--- src/rtl/hood_pkg.sv ---
// Shared definitions for the range-hood controller front end:
// button index map and the per-button hold state machine encoding.
package hood_pkg;

  localparam int unsigned BTN_MENU  = 0;
  localparam int unsigned BTN_SPD0  = 1;
  localparam int unsigned BTN_SPD1  = 2;
  localparam int unsigned BTN_SPD2  = 3;
  localparam int unsigned BTN_CLEAN = 4;
  localparam int unsigned BTN_INC   = 5;
  localparam int unsigned N_BTN     = 6;

  typedef enum logic [1:0] {
    ST_IDLE   = 2'd0,
    ST_HELD   = 2'd1,
    ST_LONG   = 2'd2,
    ST_REPEAT = 2'd3
  } hold_state_t;

endpackage

--- src/rtl/debounce_cell.sv ---
// One push-button channel: 2-FF synchroniser, counter debounce, registered
// press/release pulses and a hold FSM producing long-press and auto-repeat pulses.
module debounce_cell
  import hood_pkg::*;
#(
  parameter int unsigned DEBOUNCE_CYCLES = 2_000_000,
  parameter int unsigned LONG_CYCLES     = 100_000_000,
  parameter int unsigned REPEAT_CYCLES   = 20_000_000,
  parameter int unsigned CNT_W           = 27,
  parameter bit          REPEAT_EN       = 1'b0
) (
  input  logic i_clk,
  input  logic i_reset,
  input  logic i_raw,
  output logic o_level,
  output logic o_press,
  output logic o_release,
  output logic o_long,
  output logic o_repeat
);

  localparam logic [CNT_W-1:0] DB_LAST   = CNT_W'(DEBOUNCE_CYCLES - 1);
  localparam logic [CNT_W-1:0] LONG_LAST = CNT_W'(LONG_CYCLES - 1);
  localparam logic [CNT_W-1:0] REP_LAST  = CNT_W'(REPEAT_CYCLES - 1);

  logic             r_sync1;
  logic             r_sync2;
  logic             r_stable;
  logic [CNT_W-1:0] r_cnt;
  logic             r_press;
  logic             r_release;

  hold_state_t      r_state;
  logic [CNT_W-1:0] r_hold;
  logic             r_long;
  logic             r_repeat;

  logic w_differs;
  logic w_flip;
  logic w_rise;
  logic w_fall;

  assign w_differs = (r_sync2 != r_stable);
  assign w_flip    = w_differs && (r_cnt == DB_LAST);
  assign w_rise    = w_flip && !r_stable;
  assign w_fall    = w_flip && r_stable;

  always_ff @(posedge i_clk) begin
    if (i_reset) begin
      r_sync1   <= 1'b0;
      r_sync2   <= 1'b0;
      r_stable  <= 1'b0;
      r_cnt     <= '0;
      r_press   <= 1'b0;
      r_release <= 1'b0;
    end else begin
      r_sync1 <= i_raw;
      r_sync2 <= r_sync1;
      if (!w_differs) begin
        r_cnt <= '0;
      end else if (w_flip) begin
        r_stable <= !r_stable;
        r_cnt    <= '0;
      end else if (r_cnt != '1) begin
        r_cnt <= r_cnt + 1'b1;
      end
      r_press   <= w_rise;
      r_release <= w_fall;
    end
  end

  // A falling stable level pre-empts any long/repeat pulse due on the same edge.
  always_ff @(posedge i_clk) begin
    if (i_reset) begin
      r_state  <= ST_IDLE;
      r_hold   <= '0;
      r_long   <= 1'b0;
      r_repeat <= 1'b0;
    end else begin
      r_long   <= 1'b0;
      r_repeat <= 1'b0;
      if (w_fall) begin
        r_state <= ST_IDLE;
        r_hold  <= '0;
      end else begin
        case (r_state)
          ST_IDLE: begin
            r_hold <= '0;
            if (w_rise) begin
              r_state <= ST_HELD;
            end
          end
          ST_HELD: begin
            if (r_hold == LONG_LAST) begin
              r_long <= 1'b1;
              r_hold <= '0;
              if (REPEAT_EN) begin
                r_state <= ST_REPEAT;
              end else begin
                r_state <= ST_LONG;
              end
            end else if (r_hold != '1) begin
              r_hold <= r_hold + 1'b1;
            end
          end
          ST_LONG: begin
            r_hold <= r_hold;
          end
          ST_REPEAT: begin
            if (r_hold == REP_LAST) begin
              r_repeat <= 1'b1;
              r_hold   <= '0;
            end else if (r_hold != '1) begin
              r_hold <= r_hold + 1'b1;
            end
          end
          default: begin
            r_state <= ST_IDLE;
            r_hold  <= '0;
          end
        endcase
      end
    end
  end

  assign o_level   = r_stable;
  assign o_press   = r_press;
  assign o_release = r_release;
  assign o_long    = r_long;
  assign o_repeat  = r_repeat;

endmodule

--- src/rtl/button_conditioner.sv ---
// Raw push-button front end for mode_change: six debounced channels,
// speed press one-hot masking and increase_key auto-repeat merging.
module button_conditioner
  import hood_pkg::*;
#(
  parameter int unsigned DEBOUNCE_CYCLES = 2_000_000,
  parameter int unsigned LONG_CYCLES     = 100_000_000,
  parameter int unsigned REPEAT_CYCLES   = 20_000_000,
  parameter int unsigned CNT_W           = 27
) (
  input  logic       clk,
  input  logic       reset,
  input  logic       menu_raw,
  input  logic [2:0] speed_raw,
  input  logic       clean_raw,
  input  logic       inc_raw,
  output logic       menu_btn,
  output logic [2:0] speed_btn,
  output logic       clean_btn,
  output logic       increase_key,
  output logic [5:0] btn_level,
  output logic [5:0] btn_release,
  output logic [5:0] btn_long
);

  logic [N_BTN-1:0] w_raw;
  logic [N_BTN-1:0] w_level;
  logic [N_BTN-1:0] w_press;
  logic [N_BTN-1:0] w_release;
  logic [N_BTN-1:0] w_long;
  logic [N_BTN-1:0] w_repeat;
  logic [2:0]       w_spd_press;

  assign w_raw = {inc_raw, clean_raw, speed_raw, menu_raw};

  for (genvar i = 0; i < N_BTN; i++) begin : g_cell
    debounce_cell #(
      .DEBOUNCE_CYCLES (DEBOUNCE_CYCLES),
      .LONG_CYCLES     (LONG_CYCLES),
      .REPEAT_CYCLES   (REPEAT_CYCLES),
      .CNT_W           (CNT_W),
      .REPEAT_EN       (i == BTN_INC)
    ) u_cell (
      .i_clk     (clk),
      .i_reset   (reset),
      .i_raw     (w_raw[i]),
      .o_level   (w_level[i]),
      .o_press   (w_press[i]),
      .o_release (w_release[i]),
      .o_long    (w_long[i]),
      .o_repeat  (w_repeat[i])
    );
  end

  // Lowest speed index wins when several speed presses land together.
  assign w_spd_press  = w_press[BTN_SPD2:BTN_SPD0];
  assign speed_btn[0] = w_spd_press[0];
  assign speed_btn[1] = w_spd_press[1] && !w_spd_press[0];
  assign speed_btn[2] = w_spd_press[2] && !w_spd_press[1] && !w_spd_press[0];

  assign menu_btn  = w_press[BTN_MENU];
  assign clean_btn = w_press[BTN_CLEAN];

  // Only the inc cell has REPEAT_EN set, so the other repeat bits stay low.
  assign increase_key = w_press[BTN_INC] || (|w_repeat);

  assign btn_level   = w_level;
  assign btn_release = w_release;
  assign btn_long    = w_long;

endmodule

--- config.mk ---
export PLATFORM = sky130hd
export DESIGN_NAME = button_conditioner
export DESIGN_NICKNAME = d
export VERILOG_FILES = /design/src/rtl/hood_pkg.sv /design/src/rtl/debounce_cell.sv /design/src/rtl/button_conditioner.sv
export SDC_FILE = /design/constraint.sdc
export NUM_CORES = 1
export LEC_CHECK = 0
export ABC_AREA = 1
export BUFFER_PORTS_ARGS = -buffer_cell sky130_fd_sc_hd__buf_2
export CAP_MARGIN = 40
export CORE_MARGIN = 4
export CORE_UTILIZATION = 64
export DETAILED_ROUTE_END_ITERATION = 7
export HOLD_SLACK_MARGIN = 0.02
export PLACE_DENSITY = 0.84
export SLEW_MARGIN = 40
export SYNTH_ARGS = -nofsm -noshare
export SYNTH_HDL_FRONTEND = slang
export SYNTH_SLANG_ARGS = --single-unit
--- constraint.sdc ---
create_clock -name clk -period 2 [get_ports clk]
set_input_delay 0.4 -clock clk [delete_from_list [all_inputs] [get_ports clk]]
set_output_delay 0.4 -clock clk [all_outputs]
set_load 0.03 [all_outputs]
# ---- Word level (Yosys, flattened, before mapping)
# Cells that the tools add are included.
dict set report word_totals {
  reg_bits 378
  output_inout_bits 24
  word_cells 289
}
dict set report op_classes {
  n_addsub 12
  n_eq_ne 66
  muxes 54
  n_bitwise 18
  reduce_logical 79
}
# operator n
set op_table {}
lappend op_table {{$mux 27} 18}
lappend op_table {{$pmux 27 s3} 6}
lappend op_table {{$add 27x1->27 const B} 12}
lappend op_table {{$ne 27x27->1 const B} 12}
lappend op_table {{$eq 27x21->1 const B} 6}
lappend op_table {{$eq 27x25->1 const B} 6}
lappend op_table {{$eq 27x27->1 const B} 6}
lappend op_table {{$reduce_or 3->1} 18}
lappend op_table {{$eq 2x2->1 const B} 12}
lappend op_table {{$mux 2} 12}
lappend op_table {{$ne 2x1->1 const B} 12}
lappend op_table {{$pmux 2 s2} 6}
lappend op_table {{$logic_and 1x1->1} 21}
lappend op_table {{$not 1->1} 18}
lappend op_table {{$reduce_and 3->1} 6}
lappend op_table {{$eq 2x1->1 const B} 6}
lappend op_table {{$logic_not 2->1} 6}
lappend op_table {{$mux 1} 12}
lappend op_table {{$reduce_and 2->1} 6}
lappend op_table {{$reduce_bool 2->1} 6}
lappend op_table {{$reduce_or 2->1} 6}
lappend op_table {{$logic_not 1->1} 8}
lappend op_table {{$ne 1x1->1} 6}
lappend op_table {{$reduce_or 6->1} 1}
lappend op_table {{$logic_or 1x1->1} 1}

# ---- Logic depth before layout (Yosys ltp)
# Gate-level depths: netlist of the first run.
dict set report depth {
  ltp_word 5
  ltp_mapped 13
}

# ---- By module
# From an unflattened synthesis of the first run, not the netlist that was laid out.
dict set report unflattened {
  cells_unflattened 3887
  area_unflattened_um2 24171.9
}
# module instances cells_per_inst area_per_inst_um2 seq_area_each_um2
set by_module_without_submodules {}
lappend by_module_without_submodules {{debounce_cell at g_cell[0].u_cell ...} 5 636 3978.8 1261.2}
lappend by_module_without_submodules {{debounce_cell at g_cell[5].u_cell} 1 690 4210.3 1261.2}
lappend by_module_without_submodules {button_conditioner 1 17 67.6 0.0}

# ---- Worst setup path before layout of the first run
# Ideal clock, no wire load.
dict set report synth_timing {
  kind {reg-to-reg}
  from {register g_cell[0].u_cell.r_cnt[0]}
  to {register g_cell[0].u_cell.r_hold[10]}
  setup_ns 0.120
  t_arrival_ns 1.608
  required_ns 1.880
  slack_ns 0.272
  stages_incl_launch_ff 11
  n_path_buf 0
  path_cell_list {dfxtp_1 -> ha_1 -> nand3_2 -> nor2_4 -> inv_2 -> nor2_1 -> nand4_1 -> nand2_2 -> inv_2 -> o21ai_4 -> nor2_1}
}
dict set report synth_via {
  elab_chain_len 4
}
# element line_no
set synth_rtl {}
lappend synth_rtl {{start, declared} debounce_cell.sv:29} ;# logic [CNT_W-1:0] r_cnt;
lappend synth_rtl {{start signal, assigned} debounce_cell.sv:65} ;# r_cnt <= r_cnt + 1'b1;
lappend synth_rtl {{$eq 27x21->1} debounce_cell.sv:44} ;# assign w_flip = w_differs && (r_cnt == DB_LAST);
lappend synth_rtl {{$logic_and 1x1->1} debounce_cell.sv:44}
lappend synth_rtl {{$logic_and 1x1->1} debounce_cell.sv:46} ;# assign w_fall = w_flip && r_stable;
lappend synth_rtl {{$reduce_or 2->1 (no source line)} --}
lappend synth_rtl {{end signal, assigned} debounce_cell.sv:103} ;# r_hold <= r_hold + 1'b1;
lappend synth_rtl {{end signal, assigned} debounce_cell.sv:107} ;# r_hold <= r_hold;
lappend synth_rtl {{end signal, assigned} debounce_cell.sv:114} ;# r_hold <= r_hold + 1'b1;
lappend synth_rtl {{end, declared} debounce_cell.sv:34} ;# logic [CNT_W-1:0] r_hold;
# Every way passes these cells.
# A chain may end at the register's enable or synchronous reset.

# ---- Worst setup path after layout of the first run
dict set report layout_timing {
  from {register g_cell[5].u_cell.r_hold[1]}
  to {register g_cell[5].u_cell.r_hold[18]}
}
dict set report layout_via {
  elab_chain_len 4
}
# element line_no
set layout_rtl {}
lappend layout_rtl {{start, declared} debounce_cell.sv:34}
lappend layout_rtl {{start signal, assigned} debounce_cell.sv:103}
lappend layout_rtl {{start signal, assigned} debounce_cell.sv:107}
lappend layout_rtl {{start signal, assigned} debounce_cell.sv:114}
lappend layout_rtl {{$add 27x1->27 or $ne 27x27->1 (tied branches)} --}
lappend layout_rtl {{$mux 27} {debounce_cell.sv:102, debounce_cell.sv:113}}
lappend layout_rtl {{$mux 27, on equally long branches} {debounce_cell.sv:110, debounce_cell.sv:94}}
lappend layout_rtl {{$pmux 27 s3 (*)} debounce_cell.sv:86} ;# case (r_state)
# Every way passes the cells marked *; elsewhere a longest branch is shown, timed or not.

==> impl_metrics.yaml, run 1 <==
sta:
  min_period_ns: 1.94
  fmax_mhz: 514
  max_slew_vio_count: 0
  slew_at_the_pin_with_the_worst_max_slew_slack_ns: 0.501
  setup_viol: 0
  setup_repair_after_global_routing_missed_its_margin: "yes"
  final.period_utilization_pct: 97.2
  number_of_endpoints_with_negative_hold_slack_in_the_final_report: 0
  finClkSkew_ns: 0.0259
  setup_slack_ns: 0.0552
  slew_headroom_pct: 66.3
clocking:
  cts_root_buf: "sky130_fd_sc_hd__clkbuf_16"
  worstSkewPairLatency_ns: 0.58
  cts_buffers: 42
  cts_sinks: 378
  cts_htree_levels: 2
  tritoncts: "built"
  number_of_buffers_on_the_longest_clock_path: 3
  cts.reportedPaths.clkPinSlew_ns: 0.06
grt:
  via_count_of_the_first_global_routing_pass: 22500
  overflow: 0
  grt_first_pass_wirelength_um: 106000
  grtUsageTotal_pct: 31.5
  pin_count_of_the_biggest_net_entering_global_routing: 26
  initial_antenna_violation_count: 1
final_layout:
  fin_nets: 3917
  area_delta_synth_final_pct: 12.8
  fin_util_pct: 73.5
  antennaDiodeCount: 0
  final_layout_size_suffix_gt1_share_pct: 11.2
  finalInstanceArea_um2: 26300
  fillCellCount: 3113
worst_setup_path:
  endpoint: "g_cell[5].u_cell.r_hold[18]"
  cp_data_arrival_time_ns: 2.43
  startpoint_type: "flip-flop"
  cell_count_along_the_critical_path: 11
  r2r.worst_path.cells: 11
  critical_path_class: "reg2reg"
  critPathTopFamily: "simple AND/OR/NAND/NOR gates"
  ff2ff_setup_slack_ns: 0.06
  timing.rr.start: "g_cell[5].u_cell.r_hold[1]"
  crit_chain: "ha_2 > buf_4 > nand2_1 > nor2_1 > nand2_2 > buf_4 > nor3_1 > nand2_1 > nand2_1 > nand3_1 > a21oi_1"
  worst_path_most_repeated_cell: "sky130_fd_sc_hd__nand2_1"
  crit_start: "g_cell[5].u_cell.r_hold[1]"
  critical_path.n_buffers_inverters: 2
  timing.critical_path.required_ns: 2.48
  worst-path-max-fanout: 3
  crit_path_max_incr_delay_ns: 0.38
  reg2reg_to: "g_cell[5].u_cell.r_hold[18]"
  slowest_stage: "sky130_fd_sc_hd__dfxtp_1"
  critical_path.endpoint_type: "flip-flop"
detailed_routing:
  ant_nets: 0
  routed-via-count: 24400
  initial_drt_markers: 1830
  tritonroute_pass_1_iters: 6
  avgRoutedWirePerCell_um: 14.5
  finalWirelength_um: 63700
  detail_route.vias_per_cell: 5.55
  drt_drc_violations_left: 0
die:
  fp-row-count: 69
  die_width_um: 199
  initial_utilization_pct: 65.1
  design.core.area_um2: 35700
  fp.dieH_um: 199
  dieArea_um2: 39500
  io_pins: 32
synth:
  ys_ff_latch: 378
  synth-seq-area-share_pct: 32.5
  ys_top_cells_by_area: "sky130_fd_sc_hd__dfxtp_1 33%, sky130_fd_sc_hd__nand2_1 17%, sky130_fd_sc_hd__nor2_1 8.5%"
  synth-async-reset-ratio_pct: 0
  synth.largest_area_cell: "sky130_fd_sc_hd__dfxtp_1"
  post-synth-top-area-fraction_pct: 32.5
  synth_top_flop_cell: "sky130_fd_sc_hd__dfxtp_1"
  leading_post_synthesis_cells_by_instance_count: "1039 x sky130_fd_sc_hd__nand2_1, 528 x sky130_fd_sc_hd__nor2_1, 459 x sky130_fd_sc_hd__inv_1"
  post_synth_num_cell_types: 49
  synthMostInstantiatedCell: "sky130_fd_sc_hd__nand2_1"
  synth.avg_cell_area_um2: 6.22
  synth_nets: 3762
  syn_area_um2: 23300
  synth-edff-count: 0
  synth_warnings: 0
  cells_after_synth: 3742
run_status:
  outcome: "complete, no violations"
pwr:
  power.total_w: 0.0154
  power_density_nw_per_um2: 585
  leakage_power_nw: 10.2
  power.ir.vdd_worst_mv: 0.694
placed_design:
  gp_congestion: 1.02
  dpl-instance-area_um2: 24700
  numPortBuffers: 31
  dp_hpwl_um: 47300
  post-place-ws_ns: 0.0449
min_path:
  worstHoldPathType: "in2reg"
  timing.hold.worst_path_depth: 3
run:
  cap_viol_max_count: 0
==> layout make-up <==
class / instances / area [µm²] / share of cell area, %
Clock inverter: 24 / 216 / 0.824
Timing Repair Buffer: 194 / 1430 / 5.46
Sequential cell: 378 / 7570 / 28.8
Clock buffer: 52 / 1130 / 4.30
Tap cell: 461 / 577 / 2.20
Inverter: 488 / 1840 / 6.99
Multi-Input combinational cell: 2793 / 13500 / 51.4
==> power by group <==
part	internal [W]	switching, W	leakage, nW
Clock	0.00431	0.00329	0.654
Combinational	0.0000585	0.000141	6.50
Sequential	0.00754	0.00000787	3.05
Total	0.0119	0.00344	10.2
==> tightest hold or removal path, cell delays in order <==
cell and delay [ns]:
sky130_fd_sc_hd__buf_2 0.10, sky130_fd_sc_hd__inv_1 0.04, sky130_fd_sc_hd__nor2_1 0.03
==> flip-flops by register name, summed over array words and instances, names as in the netlist <==
signal,count
g_cell.u_cell.o_release,6
g_cell.u_cell.r_sync2,6
g_cell.u_cell.r_sync1,6
g_cell.u_cell.r_state,12
g_cell.u_cell.o_repeat,6
g_cell.u_cell.r_cnt,162
g_cell.u_cell.r_hold,162
g_cell.u_cell.o_level,6
g_cell.u_cell.o_long,6
g_cell.u_cell.o_press,6
==> worst min path at each step <==
stage	from	end	slack, ns
final	menu_raw	g_cell[0].u_cell.r_sync1	0.04
after detailed placement	g_cell[2].u_cell.r_sync1	g_cell[2].u_cell.r_sync2	0.40
after global routing	inc_raw	g_cell[5].u_cell.r_sync1	0.05
after global placement	g_cell[2].u_cell.r_sync1	g_cell[2].u_cell.r_sync2	0.39
after CTS	menu_raw	g_cell[0].u_cell.r_sync1	0.02
after floorplan	g_cell[0].u_cell.r_sync1	g_cell[0].u_cell.r_sync2	0.39
==> cell families after synthesis <==
group           after synthesis  share of synthesized area, %
simple gates               2324                          44.2
buf+inv                     571                          10.2
flops                       378                          32.5
compound gates              335                          7.87
xor+xnor                    122                          4.59
fa+ha+maj                    12                         0.645
==> metrics by stage <==
step	hold slack, ns	instances	setup TNS, ns
floorplan	0.388	3742	0
global placement	0.390	4308	0
detailed placement	0.397	4308	0
CTS	0.0239	4386	0
global route	0.0519	4390	-0.303
finish	0.0438	4390	0
==> what timing repair did <==
item,CTS,global route
hold endpoints to repair,2,0
gates resized for setup,0,47
setup buffers,0,4
hold buffers,2,0
endpoints found under the setup margin,0,152
==> per-layer routing <==
metal / vias to the layer above / wire length [µm] / track usage (%)
met3: 168 / 4940 / 4.59
met1: 10900 / 27800 / 42.1
met4: 2 / 2120 / 11.8
met2: 1020 / 28900 / 52.1
met5: - / 10 / 0
li1: 12300 / - / -
==> cell usage in the layout, fill, tap and decap left out, types with 5 or more instances in the layout <==
master	instances
sky130_fd_sc_hd__clkbuf_1	6
sky130_fd_sc_hd__ha_1	6
sky130_fd_sc_hd__o21ai_0	100
sky130_fd_sc_hd__nand3_1	328
sky130_fd_sc_hd__inv_2	27
sky130_fd_sc_hd__o211ai_1	5
sky130_fd_sc_hd__a31oi_1	43
sky130_fd_sc_hd__nor2_1	519
sky130_fd_sc_hd__nand2_1	1032
sky130_fd_sc_hd__inv_1	458
sky130_fd_sc_hd__o21bai_1	8
sky130_fd_sc_hd__nor2_2	27
sky130_fd_sc_hd__or2_2	17
sky130_fd_sc_hd__nor2_4	13
sky130_fd_sc_hd__nand3_2	17
sky130_fd_sc_hd__nor3_2	12
sky130_fd_sc_hd__xnor2_1	45
sky130_fd_sc_hd__clkinv_2	10
sky130_fd_sc_hd__xor2_1	76
sky130_fd_sc_hd__nor3_1	155
sky130_fd_sc_hd__nand2_2	25
sky130_fd_sc_hd__buf_2	31
sky130_fd_sc_hd__nand4_1	109
sky130_fd_sc_hd__ha_2	6
sky130_fd_sc_hd__nor4_1	19
sky130_fd_sc_hd__clkinvlp_4	6
sky130_fd_sc_hd__nand2_4	11
sky130_fd_sc_hd__dfxtp_1	375
sky130_fd_sc_hd__nor3b_1	9
sky130_fd_sc_hd__nand3b_1	11
sky130_fd_sc_hd__a21oi_1	157
sky130_fd_sc_hd__clkbuf_16	42
sky130_fd_sc_hd__buf_4	157
sky130_fd_sc_hd__o21ai_1	6
Power figures use the tool's default switching activity.
==> run 2, diff against run 1 <==
ABC_AREA = unset   (was 1)
CORE_UTILIZATION = 63   (was 64)
PLACE_DENSITY = 0.83   (was 0.84)
==> run 2 against run 1 <==
Effect of this change: the flow now finishes with violations (DRC, setup timing); core utilization up 17 points; final cell count shrank 26%; first-iteration DRC count increased by 74%; count of clock-buffer cells in the layout grew 5; synthesized cell count is 36% lower; design area rose by 3.1%; critical path depth decreased by 4; non-clock buffer count is 344 higher; sequential cell count did not move.
==> impl_metrics.yaml, run 2 <==
worst_setup_path:
  slowest_stage: "sky130_fd_sc_hd__or4b_1"
  cp_data_arrival_time_ns: 2.91
  critical_path.endpoint_type: "flip-flop"
  crit_path_max_incr_delay_ns: 0.55
  worst-path-max-fanout: 5
  startpoint_type: "flip-flop"
  reg2reg_to: "g_cell[4].u_cell.r_hold[24]"
  r2r.worst_path.cells: 7
  cell_count_along_the_critical_path: 7
  critical_path_class: "reg2reg"
  timing.critical_path.required_ns: 2.42
  critPathTopFamily: "simple AND/OR/NAND/NOR gates"
  ff2ff_setup_slack_ns: -0.49
  endpoint: "g_cell[4].u_cell.r_hold[24]"
  critical_path.n_buffers_inverters: 2
  crit_chain: "or4b_1 > or4_4 > or3_4 > o311ai_4 > buf_6 > buf_12 > a311oi_1"
  crit_start: "g_cell[4].u_cell.r_hold[17]"
  timing.rr.start: "g_cell[4].u_cell.r_hold[17]"
sta:
  setup_viol: 236
  final.period_utilization_pct: 125
  timing.hold.ws_ns: 0.0567
  totalNegativeSetupSlack_ns: -43.23
  fmax_mhz: 402
  finClkSkew_ns: 0.0266
  slew_headroom_pct: 58.1
  max_slew_vio_count: 0
  number_of_endpoints_with_negative_hold_slack_in_the_final_report: 0
  slew_at_the_pin_with_the_worst_max_slew_slack_ns: 0.623
  setup_repair_after_global_routing_missed_its_margin: "yes"
  setup_slack_ns: -0.490
  min_period_ns: 2.49
run_status:
  failed_checks: "DRC, setup timing"
  outcome: "finished with violations"
placed_design:
  numPortBuffers: 31
  dpl-instance-area_um2: 23100
  gp_congestion: 0.977
  dp_hpwl_um: 39300
min_path:
  min_from: "menu_raw"
  worstHoldPathType: "in2reg"
clocking:
  number_of_buffers_on_the_longest_clock_path: 3
  worstSkewPairLatency_ns: 0.58
  cts_root_buf: "sky130_fd_sc_hd__clkbuf_16"
  tritoncts: "built"
  cts_buffers: 41
  cts_htree_levels: 2
  cts.reportedPaths.clkPinSlew_ns: 0.07
  cts_sinks: 378
synth:
  cells_after_synth: 2379
  synth_top_flop_cell: "sky130_fd_sc_hd__dfxtp_1"
  dominant_combinational_cell_family_by_area_after_synthesis: "simple AND/OR/NAND/NOR gates"
  post_synth_fa_ha_maj_area_fraction_pct: 0.779
  synth-edff-count: 0
  synth_warnings: 0
  synthSimpleGateAreaFrac_pct: 35.7
  complex_gate_fraction_of_the_synthesized_area_pct: 11.5
  post_synth_num_cell_types: 77
  synthMostInstantiatedCell: "sky130_fd_sc_hd__dfxtp_1"
  synth-seq-area-share_pct: 39.3
  ys_top_cells_by_area: "sky130_fd_sc_hd__dfxtp_1 39%, sky130_fd_sc_hd__nor2_1 5.8%, sky130_fd_sc_hd__xnor2_1 4.8%"
  synth-async-reset-ratio_pct: 0
  synth.avg_cell_area_um2: 8.10
  synth_xor_xnor_area_share_pct: 8.86
  synthMuxAreaShare_pct: 0.415
  synth_nets: 2399
  post-synth-top-area-fraction_pct: 39.3
  synth.largest_area_cell: "sky130_fd_sc_hd__dfxtp_1"
  ys_ff_latch: 378
  leading_post_synthesis_cells_by_instance_count: "378 x sky130_fd_sc_hd__dfxtp_1, 300 x sky130_fd_sc_hd__nor2_1, 203 x sky130_fd_sc_hd__nand2_1"
  syn_area_um2: 19300
final_layout:
  layout_common_cells: "433 x sky130_fd_sc_hd__buf_4, 301 x sky130_fd_sc_hd__dfxtp_1, 274 x sky130_fd_sc_hd__nor2_1"
  finalInstanceArea_um2: 27100
  largest_registers_ranked_by_flip_flop_count: "g_cell.u_cell.r_cnt: 162 flops, g_cell.u_cell.r_hold: 162 flops, g_cell.u_cell.r_state: 12 flops"
  sequential_cell_area_um2: 7690
  layout_commonest_cell: "sky130_fd_sc_hd__buf_4"
  area_delta_synth_final_pct: 40.5
  fin_nets: 2857
  final_layout_size_suffix_gt1_share_pct: 34.5
  fillCellCount: 1182
  antennaDiodeCount: 0
  multiInputGateArea_um2: 12800
detailed_routing:
  ant_nets: 0
  avgRoutedWirePerCell_um: 23.8
  tritonroute_pass_1_iters: 8
  detail_route.vias_per_cell: 7.13
  initial_drt_markers: 3186
  finalWirelength_um: 77400
  drt_drc_violations_left: 7
  routed-via-count: 23200
pwr:
  power_density_nw_per_um2: 610
  pwr-share-seq_pct: 45.6
  power_switching_share_pct: 21.8
  power.total_w: 0.0165
  internal-power_w: 0.0129
  total_switching_power_w: 0.00361
  power.ir.vdd_worst_mv: 0.787
  p_clk_share_pct: 52.7
  combinationalPowerShare_pct: 1.7
  leakage_power_nw: 9.50
die:
  io_pins: 32
  die_width_um: 183
  initial_utilization_pct: 64.5
  fp.dieH_um: 183
  fp-row-count: 63
  dieArea_um2: 33500
  design.core.area_um2: 29900
grt:
  grtUsageTotal_pct: 34.7
  overflow: 0
  pin_count_of_the_biggest_net_entering_global_routing: 28
  via_count_of_the_first_global_routing_pass: 20700
  initial_antenna_violation_count: 0
  grt_first_pass_wirelength_um: 99600
run:
  cap_viol_max_count: 0
## run 2: final cells by class
cell class	instances	share of cell area [%]
multi-input cells	1852	47.3
repair buffers	538	16.6
clock inverters	18	1.13
clock buffers	57	4.46
flip-flops and latches	378	28.4
well taps	390	1.80
inverters	26	0.360
## run 2: cell families (layout without fill, tap and decap cells)
logic type | Yosys count | in the layout
xor+xnor | 195 | 195
fa+ha+maj | 12 | 12
buf+inv | 156 | 639
mux | 8 | 8
flops | 378 | 378
compound gates | 330 | 331
simple gates | 1300 | 1306
## run 2: repair_timing
item                                    4_1_cts  5_1_grt
endpoints found under the setup margin      170      314
gates resized for setup                     111      339
cloned                                        8        7
buffers inserted                             16       42
hold buffers                                  0        0
pin swaps                                    71      150
## run 2: worst min-delay path by stage
stage / endpoint / slack, ns / cells past startpoint
6_report: g_cell[0].u_cell.r_sync1 / 0.06 / 2
5_1_grt: g_cell[5].u_cell.r_sync1 / 0.07 / 2
4_1_cts: g_cell[0].u_cell.r_sync1 / 0.06 / 2
3_5_place_dp: g_cell[4].u_cell.r_sync2 / 0.42 / 1
3_3_place_gp: g_cell[0].u_cell.r_sync2 / 0.42 / 1
2_1_floorplan: g_cell[0].u_cell.r_sync2 / 0.41 / 1
## run 2: power by group through the flow
stage | clock network [W] | registers [W] | logic [W]
after floorplan | 0 | 0.00772 | 0.000110
after global placement | 0 | 0.00772 | 0.000209
after detailed placement | 0 | 0.00772 | 0.000214
after CTS | 0.00856 | 0.00754 | 0.000223
after global routing | 0.00898 | 0.00753 | 0.000295
final | 0.00870 | 0.00754 | 0.000289
## run 2: per-stage QoR
stage / setup slack, ns / util, % / instances
2_1_floorplan: -0.488 / - / 2379
3_3_place_gp: -0.374 / 77.4 / 3114
3_5_place_dp: -0.405 / 77.4 / 3114
4_1_cts: -0.368 / 84.6 / 3212
5_1_grt: -0.505 / 90.7 / 3259
6_report: -0.490 / 90.7 / 3259
## run 2: per-layer routing
| metal | vias up | GRT usage, % | share of wire [%] |
|---|---|---|---|
| met3 | 772 | 5.45 | 10 |
| met5 | - | 0 | 0 |
| li1 | 9660 | - | - |
| met1 | 10800 | 41.4 | 34 |
| met4 | 0 | 15.9 | 9.3 |
| met2 | 2025 | 61.7 | 47 |
## run 2: worst reg2reg max path, stage by stage (launching register included)
cell	delay, ns
sky130_fd_sc_hd__dfxtp_2	0.32
sky130_fd_sc_hd__or4b_1	0.55
sky130_fd_sc_hd__or4_4	0.46
sky130_fd_sc_hd__or3_4	0.37
sky130_fd_sc_hd__o311ai_4	0.29
sky130_fd_sc_hd__buf_6	0.19
sky130_fd_sc_hd__buf_12	0.13
sky130_fd_sc_hd__a311oi_1	0.05
